File: src/rtl/gift_inv_perm_unit_if.sv
// Byte-wide valid/ready stream used on both sides of the inverse permutation unit.
interface gift_inv_perm_unit_if;
  logic       valid;
  logic       ready;
  logic [7:0] data;

  modport master (output valid, output data, input ready);
  modport slave  (input valid, input data, output ready);
endinterface

File: src/rtl/gift_inv_perm_unit.sv
// Byte-serial GIFT-64 inverse PermBits: gathers 8 bytes, permutes in one cycle, drains 8 bytes.
// out_valid rises two edges after the 8th accept; drain holds indefinitely while out_ready is low.
module gift_inv_perm_unit #(
  parameter bit LOAD_MSB_FIRST = 1'b0
) (
  input  logic                        clk,
  input  logic                        rst,
  input  logic                        abort,
  gift_inv_perm_unit_if.slave         in_if,
  gift_inv_perm_unit_if.master        out_if,
  output logic                        busy,
  output logic                        done
);

  typedef enum logic [1:0] {
    LOAD  = 2'd0,
    PERM  = 2'd1,
    DRAIN = 2'd2
  } state_e;

  state_e      state_q;
  logic [2:0]  cnt_q;
  logic [2:0]  cnt_d;
  logic [63:0] st_q;
  logic [63:0] st_d;
  logic        done_q;
  logic [2:0]  lane;
  logic        in_hs;
  logic        out_hs;

  // Source bit feeding inverse-permuted bit i: out[i] = st[P(i)].
  function automatic logic [5:0] perm_src(input int i);
    return 6'(4 * (i / 16) + 16 * ((3 * ((i % 16) / 4) + (i % 4)) % 4) + (i % 4));
  endfunction

  always_comb begin
    st_d = '0;
    for (int i = 0; i < 64; i++) begin
      st_d[i] = st_q[perm_src(i)];
    end
  end

  // Reversed lane order is simply the bitwise complement of the 3-bit count.
  assign lane   = LOAD_MSB_FIRST ? ~cnt_q : cnt_q;
  assign cnt_d  = cnt_q + 3'd1;

  assign in_if.ready  = (state_q == LOAD)  && !rst;
  assign out_if.valid = (state_q == DRAIN) && !rst;
  assign out_if.data  = st_q[{lane, 3'b000} +: 8];
  assign busy         = (state_q != LOAD)  && !rst;
  assign done         = done_q;

  assign in_hs  = in_if.valid  && in_if.ready;
  assign out_hs = out_if.valid && out_if.ready;

  always_ff @(posedge clk) begin
    if (rst) begin
      state_q <= LOAD;
      cnt_q   <= 3'd0;
      st_q    <= '0;
      done_q  <= 1'b0;
    end else begin
      done_q <= 1'b0;
      if (abort) begin
        state_q <= LOAD;
        cnt_q   <= 3'd0;
      end else begin
        case (state_q)
          LOAD: begin
            if (in_hs) begin
              st_q[{lane, 3'b000} +: 8] <= in_if.data;
              cnt_q                     <= cnt_d;
              if (cnt_q == 3'd7) state_q <= PERM;
            end
          end
          PERM: begin
            st_q    <= st_d;
            state_q <= DRAIN;
          end
          DRAIN: begin
            if (out_hs) begin
              cnt_q <= cnt_d;
              if (cnt_q == 3'd7) begin
                done_q  <= 1'b1;
                state_q <= LOAD;
              end
            end
          end
          default: begin
            state_q <= LOAD;
            cnt_q   <= 3'd0;
          end
        endcase
      end
    end
  end

endmodule

File: src/flat_wrapper.sv
// flat-port wrapper written by rule: the top's interface ports become plain ports
module gift_inv_perm_unit_flat 
#(
  parameter bit LOAD_MSB_FIRST = 1'b0
)
  (clk, rst, abort, busy, done, in_if_valid, in_if_data, in_if_ready, out_if_valid, out_if_data, out_if_ready);
  gift_inv_perm_unit_if in_if_i ();
  gift_inv_perm_unit_if out_if_i ();
  input  logic clk;
  input  logic rst;
  input  logic abort;
  output logic busy;
  output logic done;
  input wire logic [$bits(in_if_i.valid)-1:0] in_if_valid;
  input wire logic [$bits(in_if_i.data)-1:0] in_if_data;
  output wire logic [$bits(in_if_i.ready)-1:0] in_if_ready;
  output wire logic [$bits(out_if_i.valid)-1:0] out_if_valid;
  output wire logic [$bits(out_if_i.data)-1:0] out_if_data;
  input wire logic [$bits(out_if_i.ready)-1:0] out_if_ready;
  assign in_if_i.valid = in_if_valid;
  assign in_if_i.data = in_if_data;
  assign in_if_ready = in_if_i.ready;
  assign out_if_valid = out_if_i.valid;
  assign out_if_data = out_if_i.data;
  assign out_if_i.ready = out_if_ready;
  gift_inv_perm_unit #(.LOAD_MSB_FIRST(LOAD_MSB_FIRST)) u_core (.clk(clk), .rst(rst), .abort(abort), .in_if(in_if_i), .out_if(out_if_i), .busy(busy), .done(done));
endmodule
File: config.mk
export PLATFORM = sky130hd
export DESIGN_NAME = gift_inv_perm_unit_flat
export DESIGN_NICKNAME = d
export VERILOG_FILES = /design/src/rtl/gift_inv_perm_unit_if.sv /design/src/rtl/gift_inv_perm_unit.sv /design/src/flat_wrapper.sv
export SDC_FILE = /design/constraint.sdc
export NUM_CORES = 1
export LEC_CHECK = 0
export CAP_MARGIN = 20
export CORE_MARGIN = 2
export CORE_UTILIZATION = 55
export DETAILED_ROUTE_END_ITERATION = 10
export PLACE_DENSITY = 0.75
export SYNTH_ARGS = -nofsm -noshare
export SYNTH_HDL_FRONTEND = slang
export SYNTH_SLANG_ARGS = --single-unit
File: constraint.sdc
create_clock -name clk -period 3.3 [get_ports clk]
set_input_delay 0.825 -clock clk [delete_from_list [all_inputs] [get_ports clk]]
set_output_delay 0.825 -clock clk [all_outputs]
set_load 0.05 [all_outputs]
Word-level counts from Yosys, hierarchy flattened --
Index checks and enable logic that the tools add are counted.
Word-level totals: output and inout port bits 12, bits in registers 70
Operators by class: shift-type cells 3, reduce and logical (&&, ||, !) cells 15, add/sub/neg operators 2, bitwise operators 4, eq/ne operators 7, multiplexer cells 12
Operators with widths (number):
- $pmux W64 S2 | 1
- $bwmux W64 | 1
- $mux W64 | 1
- $shift A8 B8 Y64 const A | 1
- $shiftx A64 B7 Y8 | 1
- $shiftx A8 B8 Y64 | 1
- $pmux W3 S3 | 1
- $mux W2 | 4
- $neg A6 Y8 | 1
- $reduce_and A4 Y1 | 2
- $mux W3 | 2
- $pmux W2 S3 | 1
- $reduce_and A3 Y1 | 2
- $logic_and A1 B1 Y1 | 5
- $ne A2 B1 Y1 const B | 2
- $ne A2 B2 Y1 const B | 2
- $not A1 Y1 | 4
- $reduce_bool A2 Y1 | 2
- $reduce_or A4 Y1 | 1
- $add A3 B1 Y3 const B | 1
- $eq A3 B3 Y1 const B | 1
- $eq A2 B1 Y1 const B | 1
- $eq A2 B2 Y1 const B | 1
- $logic_not A2 Y1 | 1
- 3 further kinds | 3

Longest topological paths before layout --
depth after elaboration 5, depth in mapped cells 11

Worst setup path after synthesis --
OpenSTA, ideal clock, no wires.
path kind input-to-output, from input port rst, to output port in_if_ready, data required time 2475 ps, path buffers 2, setup slack 188 ps, stages on the path 3, data arrival time 2287 ps, path through clkbuf_1 -> clkbuf_1 -> nor3_1
Between the ends: cells in the longest elaborated chain, start to end 2
Ends and longest elaborated chain:
- start, declared | line flat_wrapper.sv:10 | input logic rst;
- $logic_not A1 Y1 | line gift_inv_perm_unit.sv:47 | assign in_if.ready = (state_q == LOAD) && !rst;
- $logic_and A1 B1 Y1 | line gift_inv_perm_unit.sv:47
- end, declared | line flat_wrapper.sv:16 | output wire logic [$bits(in_if_i.ready)-1:0] in_if_ready;
No other way between the ends.

Final worst setup path --
from register u_core.cnt_q[0], to output port out_if_data[1]
Between the ends: cells in the longest elaborated chain, start to end 1
Ends and longest elaborated chain:
- start, declared | line gift_inv_perm_unit.sv:22 | logic [2:0] cnt_q;
- start signal, assigned | line gift_inv_perm_unit.sv:72 | cnt_q <= cnt_d;
- start signal, assigned | line gift_inv_perm_unit.sv:82 | cnt_q <= cnt_d;
- $shiftx A64 B7 Y8 | line gift_inv_perm_unit.sv:49 | assign out_if.data = st_q[{lane, 3'b000} +: 8];
- end, declared | line flat_wrapper.sv:18 | output wire logic [$bits(out_if_i.data)-1:0] out_if_data;
No other way between the ends.

==> out/metrics.csv <==
metric,value,unit
multiplexer share of the synthesized area,0.0998,
Hold Path Origin,u_core.st_q[62],
register share of total power,0.465,
Pwr Density,426,mW/mm²
Area Growth Syn to Fin,13.1,%
outcome,completed,
syn_nets,443,
ys async rst share,0,
share of the yosys chip area belonging to registers,0.368,
CP endpoint kind,primary output,
Row Count,30,
WL final,10800,µm
Die H,87.3,µm
DR WL/cell,20.8,µm
Net Switching,461,µW
Simple-Gate Fraction of Synth Area,0.150,
Clock H-tree levels,3,
met1 wire length,4470,µm
1st-pass router iterations,5,
post-route cell area,0.00431,mm²
Sink Count,70,
Worst R2R Start,u_core.cnt_q[0],
Setup Viol. Count Final,0,
Clk pwr share,0.445,
worst setup path end,out_if_data[1],
top_reg_cell synth,dfxtp_1,
number of global-route vias before repair,3312,
combinational share of power,0.091,
Final Slew Violations,0,
Peak VDD IR,0.337,mV
CTS tree,done,
total congestion overflow,0,
WHS,0.503,ns
fin crit period,2.78,ns
die area,0.00761,mm²
Crit Path Max Fanout,21,
R2R Setup Slk,0.75,ns
"commonest non-fill, non-tap cell in the layout",a21oi_1,
Pleak,1.47,nW
most frequent cells in the layout,"a21oi_1 (84), dfxtp_1 (70), a211oi_1 (57), nor2_1 (38), nand2_1 (27)",
Num CTS Buffers,9,
placed cell areas,0.00408,mm²
main combinational cell family by area after synthesis,compound AO/OA/AOI/OAI gates,
dominant cell type by area after synthesis,dfxtp_1,
setup TNS,0,ns
"Reg clk slew, reported paths",0.08,ns
drt via density,6.72,
CP arrival,1.95,ns
number of synthesized register bits,70,
xor and xnor area share after synthesis,0,
reg2reg path depth,8,
Max clock buf depth,2,
Int Pwr,1.38,mW
top cell type's share of synthesized area,0.368,
DRC Markers,0,
1st-iter DRT viols,373,
Worst-Skew Late Latency,0.36,ns
Mapped Area,0.00381,mm²
Final #Nets,451,
largest net degree at the start of global routing,71,
Setup Slack @ Placement,0.486,ns
Worst Setup SP,u_core.cnt_q[0],
Worst Setup Path Type,register to primary output,
Top Layer Used,met4,
Placed Instances,502,
"top cells by area, synth","dfxtp_1 (37%), a211oi_1 (11%), a21oi_1 (11%)",
"EDFF count, synth",0,
Slew headroom,0.475,
final non-filler cell total,518,
Post-Syn Area per Cell,8.97,µm²
clock skew,0.0102,ns
boundary pin count,25,
startpoint types,register,
Slew @ Worst Pin,0.788,ns
total core area,0.00676,mm²
total power,1.84,mW
Crit Reg-Reg Endpoint,u_core.st_q[63],
RSZ-0062 raised after global routing,no,
switching part of the total,0.251,
fmax,360,MHz
initial antenna violation count,0,
metal3 WL,920,µm
global placer's final weighted congestion,0.907,
Starting Density,0.564,
CTS Root Cell,clkbuf_8,
Worst EP required,2.47,ns
count of final hold-check violations,0,
max_cap viols,0,
final HPWL from detailed placement,6750,µm
CTS Hold Buffers Added,0,
Die X-Extent,87.3,µm
share of cells above drive strength 1,0.174,
ratio of final minimum period to clock period,0.842,
Compound-Gate Fraction of Synth Area,0.304,
Hold Crit Depth,2,
gr usage total,0.299,
post_cts resized,0,
met2 WL post-DR,5150,µm
Yosys cell types,45,
first-pass GRT wire length,17300,µm
Yosys warning total,0,
Tightest Hold Check Type,register to register,
Final ANT Viol Nets,0,
adder-cell share of the synthesized area,0.0164,
post-synthesis cell count,425,
Port Buffer Count,24,
Post-CTS Setup Inserts,0,
Final Worst Setup Slack,0.521,ns
Final Util,0.638,
DR vias,3480,
n_diodes,0,
## how the worst min path moves through the flow
| stage | slack [ns] | end |
|---|---|---|
| final | 0.50 | u_core.st_q[62] |
| after global routing | 0.52 | u_core.st_q[62] |
| after detailed placement | 0.49 | u_core.st_q[62] |
| after global placement | 0.47 | u_core.st_q[62] |
| after floorplan | 0.45 | u_core.st_q[40] |
| after CTS | 0.50 | u_core.st_q[62] |
## flip-flops by register name (all words and copies together) (netlist names)
register	flops
u_core.st_q	64
u_core.cnt_q	3
u_core.state_q	2
u_core.done	1
## layout make-up
cell class | count | area (µm²)
inverter | 4 | 15.0
timing repair buffer | 42 | 385
sequential | 70 | 1400
tap | 80 | 100
multi-input combinational | 306 | 2180
clock inverter | 5 | 81.3
fill | 559 | 2440
clock buffer | 11 | 151
## cells in the mapped netlist, drive strengths merged, types with 3 or more instances
cell type and n:
a211oi 60, a21oi 85, a221oi 4, a32oi 4, and2 13, buf 24, clkbuf 21, dfxtp 70
ha 5, inv 3, mux4 16, nand2 27, nand2b 5, nand3 3, nor2 38, nor3 4
o21ai 8, o41ai 3, or3 7
## power by group through the flow
| stage | Combinational [mW] | Clock, mW | Sequential (mW) |
|---|---|---|---|
| after floorplan | 0.114 | 0 | 0.872 |
| after global placement | 0.161 | 0 | 0.874 |
| after detailed placement | 0.162 | 0 | 0.874 |
| after CTS | 0.164 | 0.823 | 0.854 |
| after global routing | 0.178 | 0.855 | 0.855 |
| final | 0.167 | 0.817 | 0.854 |
## cells by family after synthesis
| logic type | after synthesis |
|---|---|
| AOI/OAI and AO/OA | 170 |
| DFF | 70 |
| muxes | 18 |
| and+or+nand+nor | 113 |
| buffers and inverters | 49 |
| adders and majority gates | 5 |
## critical path: stages, from the launching register on
cell     delay [ns]
dfxtp_1        0.36
buf_4          0.31
mux4_2         0.54
nand2_1        0.08
nand2_1        0.10
buf_4          0.21
## metal layers
metal	up-vias	track usage
met5	-	0
met3	26	0.0787
met2	187	0.468
met1	1664	0.398
li1	1603	-
met4	0	0.112
No activity file was read; power rests on OpenSTA's default activity.
